### config.mk
export PLATFORM = sky130hd
export DESIGN_NAME = pipe_reg
export DESIGN_NICKNAME = d
export VERILOG_FILES = /design/src/rtl/pipe_pkg.sv /design/src/rtl/pipe_stage.sv /design/src/rtl/pipe_reg.sv
export SDC_FILE = /design/constraint.sdc
export NUM_CORES = 1
export LEC_CHECK = 0
export ABC_AREA = 1
export CORE_MARGIN = 2
export CORE_UTILIZATION = 60
export CTS_BUF_LIST = sky130_fd_sc_hd__clkbuf_8 sky130_fd_sc_hd__clkbuf_16
export CTS_CLUSTER_DIAMETER = 60
export DETAILED_ROUTE_END_ITERATION = 10
export DONT_BUFFER_PORTS = 1
export PLACE_DENSITY = 0.86
export SLEW_MARGIN = 20
export SYNTH_ARGS = -nofsm -noshare
export SYNTH_HDL_FRONTEND = slang
export SYNTH_HIERARCHICAL = 1
export SYNTH_SLANG_ARGS = --single-unit
### constraint.sdc
create_clock -name clk -period 2.1 [get_ports clk]
set_input_delay 0.315 -clock clk [delete_from_list [all_inputs] [get_ports clk]]
set_output_delay 0.315 -clock clk [all_outputs]
set_load 0.03 [all_outputs]
### src/rtl/pipe_pkg.sv
// Shared constants and width helpers for the pipe_reg register pipeline.
package pipe_pkg;

    localparam int unsigned DEFAULT_RESET_VAL = 0;

    // Bits needed to count 0..depth inclusive.
    function automatic int unsigned occ_width(input int unsigned depth);
        return $clog2(depth + 1);
    endfunction

endpackage

### src/rtl/pipe_stage.sv
// One pipeline stage: a valid bit plus data word with advance enable and valid clear.
module pipe_stage
    import pipe_pkg::*;
#(
    parameter int unsigned      WIDTH     = 8,
    parameter logic [WIDTH-1:0] RESET_VAL = WIDTH'(DEFAULT_RESET_VAL)
) (
    input  logic             clk,
    input  logic             reset,
    input  logic             en,
    input  logic             clr,
    input  logic             in_valid,
    input  logic [WIDTH-1:0] in_data,
    output logic             out_valid,
    output logic [WIDTH-1:0] out_data
);

    logic             valid_q, valid_d;
    logic [WIDTH-1:0] data_q, data_d;

    // Clear drops the valid bit only; the data word keeps its last value.
    always_comb begin
        valid_d = valid_q;
        data_d  = data_q;
        if (clr) begin
            valid_d = 1'b0;
        end else if (en) begin
            valid_d = in_valid;
            data_d  = in_data;
        end
    end

    always_ff @(posedge clk or posedge reset) begin
        if (reset) begin
            valid_q <= 1'b0;
            data_q  <= RESET_VAL;
        end else begin
            valid_q <= valid_d;
            data_q  <= data_d;
        end
    end

    assign out_valid = valid_q;
    assign out_data  = data_q;

endmodule

### src/rtl/pipe_reg.sv
// DEPTH-stage enable/flush register pipeline with registered occupancy, full and empty.
module pipe_reg
    import pipe_pkg::*;
#(
    parameter int unsigned      WIDTH     = 8,
    parameter int unsigned      DEPTH     = 4,
    parameter logic [WIDTH-1:0] RESET_VAL = WIDTH'(DEFAULT_RESET_VAL),
    localparam int unsigned     OCC_W     = occ_width(DEPTH)
) (
    input  logic             clk,
    input  logic             reset,
    input  logic             en,
    input  logic             flush,
    input  logic             in_valid,
    input  logic [WIDTH-1:0] in_data,
    output logic             out_valid,
    output logic [WIDTH-1:0] out_data,
    output logic [OCC_W-1:0] occupancy,
    output logic             full,
    output logic             empty
);

    logic [DEPTH-1:0] stage_valid;
    logic [WIDTH-1:0] stage_data [DEPTH];

    for (genvar k = 0; k < DEPTH; k++) begin : g_stage
        logic             prev_valid;
        logic [WIDTH-1:0] prev_data;

        if (k == 0) begin : g_head
            assign prev_valid = in_valid;
            assign prev_data  = in_data;
        end else begin : g_chain
            assign prev_valid = stage_valid[k-1];
            assign prev_data  = stage_data[k-1];
        end

        pipe_stage #(
            .WIDTH     (WIDTH),
            .RESET_VAL (RESET_VAL)
        ) u_stage (
            .clk       (clk),
            .reset     (reset),
            .en        (en),
            .clr       (flush),
            .in_valid  (prev_valid),
            .in_data   (prev_data),
            .out_valid (stage_valid[k]),
            .out_data  (stage_data[k])
        );
    end

    assign out_valid = stage_valid[DEPTH-1];
    assign out_data  = stage_data[DEPTH-1];

    logic [OCC_W-1:0] occ_q, occ_d;
    logic             full_q, full_d;
    logic             empty_q, empty_d;

    // Count tracks the valid bits after the shift: one enters at stage 0, one leaves from the tail.
    always_comb begin
        occ_d = occ_q;
        if (flush) begin
            occ_d = '0;
        end else if (en) begin
            occ_d = occ_q + OCC_W'(in_valid) - OCC_W'(out_valid);
        end
        full_d  = (occ_d == OCC_W'(DEPTH));
        empty_d = (occ_d == '0);
    end

    always_ff @(posedge clk or posedge reset) begin
        if (reset) begin
            occ_q   <= '0;
            full_q  <= 1'b0;
            empty_q <= 1'b1;
        end else begin
            occ_q   <= occ_d;
            full_q  <= full_d;
            empty_q <= empty_d;
        end
    end

    assign occupancy = occ_q;
    assign full      = full_q;
    assign empty     = empty_q;

endmodule
==> parameters.txt, run 1 <==
Parameter                              Value

Worst setup path
  Critical path startpoint category    flip-flop
  Buffers and inverters on the worst path    3
  CP max FO    2
  Capturing point of the worst reg2reg path    empty
  Required @ worst endpoint    2.34 ns
  Worst R2R Start    g_stage[3].u_stage/out_valid
  Reg2reg path depth    10
  Worst path top cell family by delay    adder cells
  Slack of the worst reg-to-reg path    slightly below 0.2 ns
  Data arrival at the endpoint of the critical path    2.14 ns
  Library cell contributing the largest single delay on the critical path    fa_1
  Crit. Startpoint    g_stage[3].u_stage/out_valid
  WS Path Type    reg -> reg
  Maximum cell stage delay along the critical path    between 0.4 and 0.5 ns
  Ordered list of cells on the worst path    ha_1, inv_1, ha_1, fa_1, or2_1, nand3_2, nand2_2, inv_2, nand2_1, inv_1
  Critical Path End Type    flip-flop

Global routing
  First-pass GRT wire length    approximately 5 mm
  Via count of the first global-routing pass    around 1,200
  Global routing usage summed across all routing layers    0.201
  Pin count of the biggest net entering global routing    49
  Number of antenna violations at the first check in global routing    0
  Sum of overflow across all layers after global routing    0

Place
  Port Buffer Count    0
  HPWL after detailed placement    ~2.3 mm
  RD Place Congestion    0.764

Drt
  Vias after detailed routing    1,271
  First-iteration detailed-routing DRC count    47
  Final routed wirelength across all metal layers    2.99 mm
  Remaining antenna violation count after routing    0
  Routed length per instance    roughly 12 um
  Number of detailed-route iterations in the first pass    4
  DRC    0
  Vias per cell    between 5 and 6

Cells and area
  Ratio of cells with drive above 1 in the final layout    0.133
  Total of fill cells in the finished design    between 200 and 250
  Relative area change from synthesis to final layout    7.02%
  Number of antenna diodes    0
  Net total in the final layout    ~230
  Core occupancy in the finished layout    0.679

Synth
  Flop and latch count out of synthesis    41
  Most used DFF post-synth    dfrtp_1
  Number of distinct library cells after synthesis    15
  EDFF count, synth    0
  Area share of the largest cell type after synthesis    0.567
  Cell area after synthesis    1760 um^2
  Cells after synthesis    202
  Proportion of synthesized chip area in sequential cells    0.582
  Avg Synthesized Cell Area    8.73 um^2
  Cell taking the most area after synthesis    dfrtp_1
  Net count of the mapped netlist    218
  Cell types with the highest counts after synthesis    nand2_1 (79), dfrtp_1 (40), nand3_1 (37)
  Dominant cell by count in the synthesized netlist    nand2_1
  Count of yosys warnings during synthesis    6
  Share of flip-flops with an asynchronous set or reset after synthesis    1.00
  Dominant cells by area after synthesis    dfrtp_1 (57%), nand2_1 (17%), nand3_1 (10%)

Timing
  Period utilisation layout    0.908
  F_max    about 520 MHz
  Fin crit period    between 1.5 and 2 ns
  Slew at the pin with the worst max-slew slack    0.332 ns
  Setup Skew    0.00542 ns
  Pins Over Slew Limit    0
  Setup repair after global routing missed its margin    false
  Setup Total Neg Slack    0 ns
  Total count of hold-check failures in the final report    0
  Final setup violating endpoints    0
  Worst slew margin relative to its limit    0.778

Clock tree
  H-tree Lvls    2
  Post-CTS clock slew at the launch and capture registers of the worst setup and hold paths    0.08 ns
  TritonCTS buffer count    5
  Root buffer cell    clkbuf_8
  Post-cts repair resize count    0
  Clock latency on the worst-skew pair    0.29 ns
  CTS tree    built
  Post-CTS setup-driven buffer insertion count    0
  Clock Tree Buf Depth    2
  Sinks on Clock Net    41

Floorplanning
  Initial cell density of the core    0.634
  Die Ht    roughly 58 um
  Area inside the core boundary    2780 um^2
  Width of the die    58.2 um
  Rows    19
  Count of boundary I/O pins    27
  Area enclosed by the die boundary    around 3400 um^2

Min path
  Class of the worst hold path    in -> reg
  Worst Min Path Start    en
  Instance count along the most critical hold path    2
  Hold EP    g_stage[3].u_stage/out_data[6]

Power and ir drop
  Power density relative to cell area    905 nW/um^2
  Leakage    1.10 nW
  IR drop worst, VDD    0.769 mV

Outcome
  Run status    completed

Job
  Max-Cap Viols    0
## sequential cells by signal (all words and copies together) (netlist names)
name and flops:
empty 1, full 1, g_stage.u_stage/out_data 32, g_stage.u_stage/out_valid 4
occupancy 3
## worst reg2reg max path: stages, from the launching register on
cell	delay (ns)
dfrtp_1	0.39
ha_1	0.28
inv_1	0.04
ha_1	0.19
fa_1	0.42
or2_1	0.25
nand3_2	0.08
nand2_2	0.06
inv_2	0.04
nand2_1	0.04
inv_1	0.05
## logic make-up after synthesis
kind of cell / after synthesis / synth area share
buffers and inverters: 27 / 0.0667
and+or+nand+nor: 131 / 0.326
adders and majority gates: 3 / 0.0255
DFF: 41 / 0.582
## final cells by class
cell class	count	area, um^2	share of cell area
Tap cell	31	38.8	0.0205
Inverter	23	87.6	0.0464
Sequential cell	41	1030	0.544
Timing Repair Buffer	4	32.5	0.0172
Clock buffer	5	68.8	0.0364
Multi-Input combinational cell	134	619	0.328
Clock inverter	3	13.8	0.00729
## metrics by stage
| stage | std cells | power [mW] | worst slack (ns) | instance area, um^2 | hold WS, ns |
|---|---|---|---|---|---|
| floorplan | 202 | 1.21 | 0.127 | 1760 | 0.0928 |
| global placement | 232 | 1.23 | 0.285 | 1800 | 0.106 |
| detailed placement | 232 | 1.25 | 0.216 | 1800 | 0.119 |
| CTS | 241 | 1.72 | 0.187 | 1890 | 0.156 |
| global route | 241 | 1.80 | 0.0966 | 1890 | 0.156 |
| finish | 241 | 1.71 | 0.194 | 1890 | 0.162 |
## what timing repair did
action	4_1_cts	5_1_grt
endpoints found under the hold margin	40	0
endpoints found under the setup margin	0	0
hold buffers	1	0
## layer usage
metal,share of wire,vias up,global-route usage
li1,-,643,-
met1,0.42,588,0.221
met2,0.50,36,0.341
met3,0.062,4,0.0804
met4,0.012,0,0.0897
met5,0,-,0
## cell usage in the layout, fill, tap and decap left out
master,count
nor2_1,5
or2_1,1
nand4_1,1
dlygate4sd3_1,1
buf_4,3
dfstp_2,1
dfrtp_1,40
clkbuf_8,5
inv_1,15
fa_1,1
ha_1,2
nand3_2,3
nand3_1,37
nand2_2,5
nand2_1,79
clkinv_2,3
inv_2,8
## power by group
part / internal, mW / switching (mW) / total, mW
Combinational: 0.0711 / 0.121 / 0.192
Sequential: 0.903 / 0.138 / 1.04
Clock: 0.225 / 0.249 / 0.474
Total: 1.20 / 0.508 / 1.71
## worst max-delay path by stage
stage          depth (start not counted)    end
2_1_floorplan                         11  empty
3_3_place_gp                          10  empty
3_5_place_dp                          10  empty
4_1_cts                               10  empty
5_1_grt                               10  empty
6_report                              10  empty
No activity file was read; power rests on OpenSTA's default activity.
==> run 2, diff against run 1 <==
--- a/config.mk
+++ b/config.mk
@@ -6,10 +6,9 @@
 export NUM_CORES = 1
 export LEC_CHECK = 0
 export ABC_AREA = 1
-export CORE_MARGIN = 2
 export CORE_UTILIZATION = 60
 export CTS_BUF_LIST = sky130_fd_sc_hd__clkbuf_8 sky130_fd_sc_hd__clkbuf_16
-export CTS_CLUSTER_DIAMETER = 60
+export CTS_CLUSTER_DIAMETER = 80
 export DETAILED_ROUTE_END_ITERATION = 10
 export DONT_BUFFER_PORTS = 1
 export PLACE_DENSITY = 0.86
==> run 2 against run 1 <==
Net effect: register-to-register slack better by 0.03 ns; critical path depth rose by 1; combinational power barely moved.
==> parameters.txt, run 2 (synthesized netlist as in run 1, its figures left out) <==
Parameter                              Value

Worst setup path
  Worst path top cell family by delay    adder cells
  Ordered list of cells on the worst path    inv_2, ha_1, inv_1, ha_1, fa_1, or2_1, nand3_2, nand2_2, inv_2, nand2_1, inv_1
  Library cell contributing the largest single delay on the critical path    fa_1
  Slack of the worst reg-to-reg path    0.22 ns (+0.03 ns)
  CP max FO    2 (unchanged)
  Critical path startpoint category    flip-flop
  Maximum cell stage delay along the critical path    0.42 ns (about the same)
  Worst R2R Start    occupancy[0]
  Buffers and inverters on the worst path    4 (+1)
  Capturing point of the worst reg2reg path    empty
  Critical Path End Type    flip-flop
  Data arrival at the endpoint of the critical path    2.12 ns (-0.02 ns)
  Required @ worst endpoint    2.34 ns (about the same)
  Reg2reg path depth    11 (+1)
  WS Path Type    reg -> reg

Timing
  Total count of hold-check failures in the final report    0 (unchanged)
  Fin crit period    1.88 ns (-0.0266 ns)
  Setup Skew    0.00328 ns (-0.00215 ns)
  Final setup violating endpoints    0 (unchanged)
  Worst slew margin relative to its limit    0.778 (about the same)
  Pins Over Slew Limit    0 (unchanged)
  Period utilisation layout    0.895 (-0.0127)
  Slew at the pin with the worst max-slew slack    0.332 ns (+0.0000123 ns)
  Setup repair after global routing missed its margin    false
  Hold WS    0.158 ns (-0.00427 ns)
  F_max    532 MHz (+1.4%)
  Setup Total Neg Slack    0 ns (unchanged)

Cells and area
  Sequential standard cell area    1030 um^2 (unchanged)
  Total of fill cells in the finished design    236 (+7.8%)
  Relative area change from synthesis to final layout    7.02% (unchanged)
  Ratio of cells with drive above 1 in the final layout    0.133 (unchanged)
  Most frequent standard cell in the layout excluding fill and tap cells    nand2_1
  Area of combinational cells with multiple inputs    619 um^2 (unchanged)
  Net total in the final layout    225 (unchanged)
  Number of flip-flops in the largest register    32 (unchanged)
  Most frequent cells in the layout    nand2_1 (79), dfrtp_1 (40), nand3_1 (37), inv_1 (15), inv_2 (8)
  Number of antenna diodes    0 (unchanged)

Floorplanning
  Rows    19 (unchanged)
  Area inside the core boundary    2780 um^2 (unchanged)
  Area enclosed by the die boundary    3160 um^2 (-6.8%)
  Die Ht    56.2 um (-3.4%)
  Width of the die    56.2 um (-3.4%)
  Count of boundary I/O pins    27 (unchanged)
  Initial cell density of the core    0.634 (unchanged)

Clock tree
  H-tree Lvls    2 (unchanged)
  Sinks on Clock Net    41 (unchanged)
  Clock latency on the worst-skew pair    0.29 ns (about the same)
  CTS tree    built
  Clock Tree Buf Depth    2 (unchanged)
  Post-CTS setup-driven buffer insertion count    0 (unchanged)
  Hold-fix buffers, CTS    1 (unchanged)
  TritonCTS buffer count    5 (unchanged)
  Post-cts repair resize count    0 (unchanged)
  Root buffer cell    clkbuf_8
  Post-CTS clock slew at the launch and capture registers of the worst setup and hold paths    0.07 ns (about the same)

Drt
  Vias per cell    5.25 (-0.39%)
  Remaining antenna violation count after routing    0 (unchanged)
  Vias after detailed routing    1,266 (-0.39%)
  Number of detailed-route iterations in the first pass    4 (unchanged)
  First-iteration detailed-routing DRC count    62 (+32%)
  Final routed wirelength across all metal layers    2.93 mm (-1.8%)
  DRC    0 (unchanged)
  Routed length per instance    12.2 um (-1.8%)

Min path
  Worst Min Path Start    in_data[2]
  Hold EP    g_stage[0].u_stage/out_data[2]
  Instance count along the most critical hold path    2 (unchanged)
  Class of the worst hold path    in -> reg

Place
  Port Buffer Count    0 (unchanged)
  HPWL after detailed placement    2.16 mm (-3.9%)
  RD Place Congestion    0.777 (+1.7%)

Global routing
  Pin count of the biggest net entering global routing    49 (unchanged)
  Number of antenna violations at the first check in global routing    0 (unchanged)
  First-pass GRT wire length    5.26 mm (+5.2%)
  Via count of the first global-routing pass    1,242 (+2.3%)
  Sum of overflow across all layers after global routing    0 (unchanged)
  Global routing usage summed across all routing layers    0.224 (+0.0230)

Outcome
  Run status    completed

Job
  Max-Cap Viols    0 (unchanged)

Power and ir drop
  Power density relative to cell area    905 nW/um^2 (about the same)
  Leakage    1.10 nW (unchanged)
  IR drop worst, VDD    0.695 mV (-9.5%)
[run 2: cell counts in the layout (fill, tap and decap cells not counted)]
No cell type changed its count.
[run 2: worst reg2reg max path, cell delays in order, from the launching register on]
cell and delay, ns:
dfrtp_1 0.37, inv_2 0.05, ha_1 0.26, inv_1 0.04, ha_1 0.18, fa_1 0.42, or2_1 0.25, nand3_2 0.08
nand2_2 0.06, inv_2 0.04, nand2_1 0.04, inv_1 0.05
[run 2: routing by layer]
layer / vias up / share of wire / wire length, um / global-route usage
li1: 641 / - / - / -
met1: 588 / 0.44 / 1280 / 0.262
met2: 30 / 0.49 / 1450 / 0.376
met3: 7 / 0.049 / 144 / 0.0767
met4: 0 / 0.020 / 60 / 0.0941
met5: - / 0 / 0 / 0
[run 2: worst max-delay path by stage]
stage	slack, ns	start	to	cells past startpoint
after global placement	0.28	g_stage[3].u_stage/out_valid	empty	10
after global routing	0.11	occupancy[0]	empty	11
after CTS	0.22	occupancy[0]	empty	11
after detailed placement	0.24	g_stage[3].u_stage/out_valid	empty	10
final	0.22	occupancy[0]	empty	11
after floorplan	0.13	occupancy[0]	empty	11
[run 2: power by group]
group	internal (mW)	switching, mW	total, mW
registers	0.903	0.137	1.04
clock network	0.225	0.250	0.475
logic	0.0708	0.122	0.193
[run 2: cell type report]
class                      count  share of cell area
sequential                    41               0.544
multi-input combinational    134               0.328
inverter                      23              0.0464
clock buffer                   5              0.0364
tap                           31              0.0205
timing repair buffer           4              0.0172
clock inverter                 3             0.00729
[run 2: metrics by stage]
step	instances	area (um^2)	setup slack [ns]	utilization	total power, mW
after floorplan	202	1760	0.127	-	1.21
after global placement	232	1800	0.282	0.646	1.23
after detailed placement	232	1800	0.244	0.646	1.25
after CTS	241	1890	0.219	0.679	1.73
after global routing	241	1890	0.112	0.679	1.79
final	241	1890	0.221	0.679	1.71
==> run 3, diff against run 2 <==
--- a/config.mk
+++ b/config.mk
@@ -6,9 +6,11 @@
 export NUM_CORES = 1
 export LEC_CHECK = 0
 export ABC_AREA = 1
+export CAP_MARGIN = 40
 export CORE_UTILIZATION = 60
 export CTS_BUF_LIST = sky130_fd_sc_hd__clkbuf_8 sky130_fd_sc_hd__clkbuf_16
 export CTS_CLUSTER_DIAMETER = 80
+export CTS_CLUSTER_SIZE = 14
 export DETAILED_ROUTE_END_ITERATION = 10
 export DONT_BUFFER_PORTS = 1
 export PLACE_DENSITY = 0.86
==> results of run 3 <==
No change in the layout: final DEF, timing and power equal those of run 2.
